**config.mk**
```make
export PLATFORM = sky130hd
export DESIGN_NAME = seq_control_unit
export DESIGN_NICKNAME = d
export VERILOG_FILES = /design/src/rtl/seq_control_unit.sv
export SDC_FILE = /design/constraint.sdc
export NUM_CORES = 1
export LEC_CHECK = 0
export CORE_MARGIN = 1.5
export CORE_UTILIZATION = 45
export CTS_CLUSTER_DIAMETER = 80
export CTS_CLUSTER_SIZE = 25
export DETAILED_ROUTE_END_ITERATION = 8
export PLACE_DENSITY = 0.78
export SYNTH_ARGS = -nofsm -noshare
export SYNTH_HDL_FRONTEND = slang
export SYNTH_SLANG_ARGS = --single-unit
```
**constraint.sdc**
```tcl
create_clock -name clk_i -period 1.71 [get_ports clk_i]
set_input_delay 0.171 -clock clk_i [delete_from_list [all_inputs] [get_ports clk_i]]
set_output_delay 0.171 -clock clk_i [all_outputs]
set_load 0.05 [all_outputs]
```
**src/rtl/seq_control_unit.sv**
```systemverilog
// ============================================================================
// Module   : seq_control_unit
// Purpose  : Multi-cycle FETCH/DECODE/EXECUTE/MEMORY sequencer for the 16-bit
//            core. Memory watchdog is built only when SEQCTL_MEM_TIMEOUT_EN is
//            defined.
// Revision : 1.0 - initial release
// ============================================================================
`timescale 1ns/1ps
`default_nettype none

module seq_control_unit #(
  parameter int OP_W        = 4,
  parameter int ALU_FUNC_W  = 4,
  parameter int MEM_TIMEOUT = 15,
  parameter int CNT_W       = 4
) (
  input  logic                  clk_i,
  input  logic                  rst_ni,
  input  logic                  en_i,
  input  logic [OP_W-1:0]       op_i,
  input  logic                  immed_i,
  input  logic [3:0]            flags_i,
  input  logic                  mem_ack_i,
  output logic                  ir_load_o,
  output logic                  pc_inc_o,
  output logic                  pc_load_o,
  output logic                  w_en_o,
  output logic [ALU_FUNC_W-1:0] alu_func_o,
  output logic                  immed_sel_o,
  output logic                  flag_en_o,
  output logic                  mem_sel_o,
  output logic                  mem_req_o,
  output logic                  read_write_o,
  output logic                  illegal_op_o,
  output logic                  bus_err_o,
  output logic [2:0]            state_o
);

  typedef enum logic [2:0] {
    S_FETCH   = 3'd0,
    S_DECODE  = 3'd1,
    S_EXECUTE = 3'd2,
    S_MEMORY  = 3'd3
  } state_e;

  state_e                  state_q;
  logic [OP_W-1:0]         op_q;
  logic                    immed_q;
  logic                    ir_load_q, pc_inc_q, pc_load_q, w_en_q, flag_en_q;
  logic                    illegal_op_q, bus_err_q;
  logic                    immed_sel_q, mem_sel_q, mem_req_q, read_write_q;
  logic [ALU_FUNC_W-1:0]   alu_func_q;

  logic                    op_illegal;
  logic                    branch_take;
  logic                    timeout;
  logic                    flag_z, flag_n, flag_v;
  logic                    unused_flag_c;

  assign flag_z        = flags_i[3];
  assign flag_n        = flags_i[2];
  assign unused_flag_c = flags_i[1];
  assign flag_v        = flags_i[0];

  generate
    if (OP_W > 4) begin : g_op_ext
      assign op_illegal = |op_q[OP_W-1:4];
    end else begin : g_op_base
      assign op_illegal = 1'b0;
    end
  endgenerate

  always_comb begin
    branch_take = 1'b0;
    case (op_q[3:0])
      4'hB:    branch_take = flag_z;
      4'hC:    branch_take = ~flag_z;
      4'hD:    branch_take = flag_n ^ flag_v;
      4'hE:    branch_take = ~flag_z & ~(flag_n ^ flag_v);
      default: branch_take = 1'b0;
    endcase
  end

`ifdef SEQCTL_MEM_TIMEOUT_EN
  logic [CNT_W-1:0] wdog_q;

  // Fires on the MEM_TIMEOUT-th consecutive cycle of an unanswered request.
  assign timeout = mem_req_q && !mem_ack_i && (wdog_q == CNT_W'(MEM_TIMEOUT - 1));

  always_ff @(posedge clk_i or negedge rst_ni) begin
    if (!rst_ni) begin
      wdog_q <= '0;
    end else if (!mem_req_q || mem_ack_i || timeout) begin
      wdog_q <= '0;
    end else begin
      wdog_q <= wdog_q + 1'b1;
    end
  end
`else
  logic [CNT_W-1:0] unused_cfg;
  assign unused_cfg = CNT_W'(MEM_TIMEOUT);
  assign timeout    = 1'b0;
`endif

  always_ff @(posedge clk_i or negedge rst_ni) begin
    if (!rst_ni) begin
      state_q      <= S_FETCH;
      op_q         <= '0;
      immed_q      <= 1'b0;
      ir_load_q    <= 1'b0;
      pc_inc_q     <= 1'b0;
      pc_load_q    <= 1'b0;
      w_en_q       <= 1'b0;
      flag_en_q    <= 1'b0;
      illegal_op_q <= 1'b0;
      bus_err_q    <= 1'b0;
      alu_func_q   <= '0;
      immed_sel_q  <= 1'b0;
      mem_sel_q    <= 1'b0;
      mem_req_q    <= 1'b0;
      read_write_q <= 1'b1;
    end else begin
      ir_load_q    <= 1'b0;
      pc_inc_q     <= 1'b0;
      pc_load_q    <= 1'b0;
      w_en_q       <= 1'b0;
      flag_en_q    <= 1'b0;
      illegal_op_q <= 1'b0;
      bus_err_q    <= 1'b0;
      case (state_q)
        S_FETCH: begin
          // en is only honoured before the request goes out.
          if (!mem_req_q) begin
            if (en_i) begin
              mem_req_q    <= 1'b1;
              mem_sel_q    <= 1'b0;
              read_write_q <= 1'b1;
            end
          end else if (timeout) begin
            mem_req_q <= 1'b0;
            bus_err_q <= 1'b1;
          end else if (mem_ack_i) begin
            mem_req_q <= 1'b0;
            op_q      <= op_i;
            immed_q   <= immed_i;
            ir_load_q <= 1'b1;
            pc_inc_q  <= 1'b1;
            state_q   <= S_DECODE;
          end
        end
        S_DECODE: begin
          if (op_illegal) begin
            illegal_op_q <= 1'b1;
            state_q      <= S_FETCH;
          end else begin
            alu_func_q  <= ALU_FUNC_W'(op_q[3:0]);
            immed_sel_q <= immed_q;
            state_q     <= S_EXECUTE;
          end
        end
        S_EXECUTE: begin
          state_q <= S_FETCH;
          case (op_q[3:0])
            4'h0:                   pc_load_q <= 1'b1;
            4'h8, 4'h9:             state_q   <= S_MEMORY;
            4'hF:                   flag_en_q <= 1'b1;
            4'hB, 4'hC, 4'hD, 4'hE: pc_load_q <= branch_take;
            default:                w_en_q    <= 1'b1;
          endcase
        end
        S_MEMORY: begin
          if (!mem_req_q) begin
            mem_req_q    <= 1'b1;
            mem_sel_q    <= 1'b1;
            read_write_q <= (op_q[3:0] == 4'h8);
          end else if (timeout) begin
            mem_req_q    <= 1'b0;
            mem_sel_q    <= 1'b0;
            read_write_q <= 1'b1;
            bus_err_q    <= 1'b1;
            state_q      <= S_FETCH;
          end else if (mem_ack_i) begin
            mem_req_q    <= 1'b0;
            mem_sel_q    <= 1'b0;
            read_write_q <= 1'b1;
            w_en_q       <= (op_q[3:0] == 4'h8);
            state_q      <= S_FETCH;
          end
        end
        default: begin
          mem_req_q    <= 1'b0;
          mem_sel_q    <= 1'b0;
          read_write_q <= 1'b1;
          state_q      <= S_FETCH;
        end
      endcase
    end
  end

  assign ir_load_o    = ir_load_q;
  assign pc_inc_o     = pc_inc_q;
  assign pc_load_o    = pc_load_q;
  assign w_en_o       = w_en_q;
  assign alu_func_o   = alu_func_q;
  assign immed_sel_o  = immed_sel_q;
  assign flag_en_o    = flag_en_q;
  assign mem_sel_o    = mem_sel_q;
  assign mem_req_o    = mem_req_q;
  assign read_write_o = read_write_q;
  assign illegal_op_o = illegal_op_q;
  assign bus_err_o    = bus_err_q;
  assign state_o      = state_q;

endmodule

`default_nettype wire

```
==> impl_metrics.py <==
metrics = {
    "run_status": {
        "status": "finished clean",
    },
    "worst_setup_path": {
        "cp_slowest_cell": "clkdlybuf4s50_1",
        "critPathCaptureType": "output pin",
        "crit_fanout": 2,
        "cpPeakStageDelay_ns": 0.80,
        "crit_path_cell_trace": "clkdlybuf4s50_1",
        "path_class": "register to output pin",
        "critPathTopFamily": "buffers and inverters",
        "rrSetupSlack_ns": 0.10,
        "arrival_ns": 1.45,
        "path_buf_inv": 1,
        "worst_setup_path_start_kind": "register",
        "worstPathRequired_ns": 1.54,
    },
    "timing": {
        "rsz0062_at_grt": "no",
        "min_period_ns": 1.624,
        "hold_slack_ns": 0.1986,
        "finalSetupTns_ns": 0,
        "post-route-period-util_pct": 94.99,
        "setup_viol": 0,
        "maxSlewHeadroom_pct": 66.19,
        "finClkSkew_ns": 0.001582,
        "fmax_mhz": 615.6,
        "hold_viol": 0,
        "tightest_slew_ns": 0.5055,
        "timing.final.max_slew_violations": 0,
    },
    "detailed_routing": {
        "drtPass1Iterations": 6,
        "drtAntennaViolNets": 0,
        "detail_route.wl_per_cell_um": 12.22,
        "num_vias": 697,
        "drt_iter0_markers": 6,
        "routed_wl_um": 1674,
        "drt-vias-per-instance": 5.088,
        "drc_errors": 0,
    },
    "yosys": {
        "ys_types": 31,
        "post_synth.cell_area_avg_sq_um": 11.86,
        "async_reset_ff_share_pct": 100.0,
        "yosys_warnings": 0,
        "syn-cell-area_sq_um": 972.2,
        "netlist_instances": 82,
        "ys_ff_latch": 19,
        "synth_edf_count": 0,
        "synth_flop_cell": "dfrtp_1",
        "yosysSeqAreaShare_pct": 49.03,
    },
    "global_route": {
        "grt_use_total_pct": 16.37,
        "grt_pass1_vias": 683,
        "grt_max_degree": 20,
        "grt_pass1_wl_um": 3077,
        "grt_antenna_before_repair": 0,
        "overflow": 0,
    },
    "placed_design": {
        "place_area_sq_um": 1229,
        "routabilityCongestion": 0.7321,
        "hpwl_um": 1218,
        "port_buffers": 26,
    },
    "finish": {
        "drive_above_1_share_pct": 28.18,
        "fillerInstances": 170,
        "layout_commonest_cell": "clkdlybuf4s50_1",
        "layout_common_cells": "clkdlybuf4s50_1, dfrtp_1, mux2_2, buf_4",
        "final_cell_area_sq_um": 1256,
        "syn_to_final_growth_pct": 29.21,
        "nets": 128,
        "num_antenna_cells": 0,
    },
    "floorplanning": {
        "start_util_pct": 48.56,
        "die_h_um": 49.48,
        "fp-row-count": 16,
        "core_area_sq_um": 2002,
        "die-area_sq_um": 2448,
        "io_pins": 31,
        "die_x_um": 49.48,
    },
    "pwr": {
        "comb_power_share_pct": 57.7,
        "p_clk_share_pct": 8.7,
        "swShare_pct": 47.34,
        "power.switching_mw": 1.217,
        "vdd_drop_max_mv": 1.209,
        "leakage_nw": 0.5693,
        "powerDensity_nw_per_um2": 2046,
        "p_seq_share_pct": 33.6,
        "p_int_mw": 1.354,
    },
    "cts": {
        "cts_resized": 0,
        "root_buffer": "clkbuf_4",
        "cts.sinks": 19,
        "cts_tree": "built",
        "cts.hold.buffers_added": 0,
        "post-cts-setup-buffers": 0,
        "cts_buffers": 3,
        "cts_max_path_buffers": 2,
        "h-tree-depth": 1,
        "clkTransAtPathRegs_ns": 0.11,
        "clk_latency_ns": 0.29,
    },
    "worst_hold_path": {
        "hp-class": "input port to async pin",
    },
    "run": {
        "cap_violations": 0,
    },
}
cell type report:
class | count | area (sq um) | area share (%)
clock buffer | 3 | 22.52 | 1.793
clock inverter | 1 | 5.005 | 0.3984
inverter | 7 | 26.28 | 2.092
sequential | 19 | 479.2 | 38.15
multi-input combinational | 52 | 424.2 | 33.77
timing repair buffer | 28 | 265.3 | 21.12
tap | 27 | 33.78 | 2.689
path summary, 6_finish.rpt:
| kind | startpoint | end | cells past startpoint |
|---|---|---|---|
| max in group asynchronous | rst_ni | read_write_o$_DFFE_PN1P_ | 2 |
| worst min register to register | immed_q$_DFFE_PN0P_ | immed_q$_DFFE_PN0P_ | 1 |
| worst max-delay path | alu_func_o[1]$_DFFE_PN0N_ | alu_func_o[1] | 1 |
| worst min-delay path | rst_ni | mem_sel_o$_DFFE_PN0P_ | 2 |
| worst max register to register | state_o[0]$_DFFE_PN0P_ | read_write_o$_DFFE_PN1P_ | 4 |
| min in group clk_i | op_i[2] | op_q[2]$_DFFE_PN0P_ | 2 |
cells by family after synthesis:
kind of cell             Yosys count  share of synthesized area, %
flip-flops                        19                         49.04
AO/OA/AOI/OAI                     15                         10.55
XOR/XNOR                           1                        0.9011
adder cells (fa/ha/maj)            4                         5.148
buffers and inverters             13                         8.365
other                              1                        0.3857
multiplexers                      14                         15.70
AND/OR/NAND/NOR                   15                         9.911
layer usage:
| metal | routed length (um) | vias up | global-route usage, % |
|---|---|---|---|
| met4 | 10 | 0 | 6.481 |
| met3 | 78 | 2 | 3.939 |
| met5 | 0 | - | 0 |
| met1 | 785 | 334 | 21.36 |
| li1 | - | 342 | - |
| met2 | 800 | 19 | 26.35 |
Yosys cell counts, drive strengths merged (2+ instances only):
cell type,instances,area (sq um)
a21oi,3,15.01
buf,5,41.29
dfrtp,18,450.4
ha,4,50.05
inv,7,26.27
mux2,10,112.6
mux2i,4,40.04
nand2,3,11.26
nand3,3,15.01
nor2,2,7.510
o21ai,4,20.02
o31ai,2,15.01
power by group through the flow:
stage,Clock [mW],Combinational (mW),Sequential (mW)
2_1_floorplan,0,0.700,1.28
3_3_place_gp,0,1.46,0.855
3_5_place_dp,0,1.49,0.872
4_1_cts,0.238,1.50,0.862
5_1_grt,0.253,1.59,0.904
6_report,0.223,1.48,0.864
per-stage QoR:
stage,utilization (%),std cells,worst slack (ns),total power [mW]
2_1_floorplan,-,84,0.01744,1.980
3_3_place_gp,61.38,133,0.1465,2.318
3_5_place_dp,61.38,133,0.1222,2.365
4_1_cts,62.75,137,0.05988,2.599
5_1_grt,62.75,137,0.02823,2.742
6_report,62.75,137,0.08559,2.571
Power figures use the tool's default switching activity.
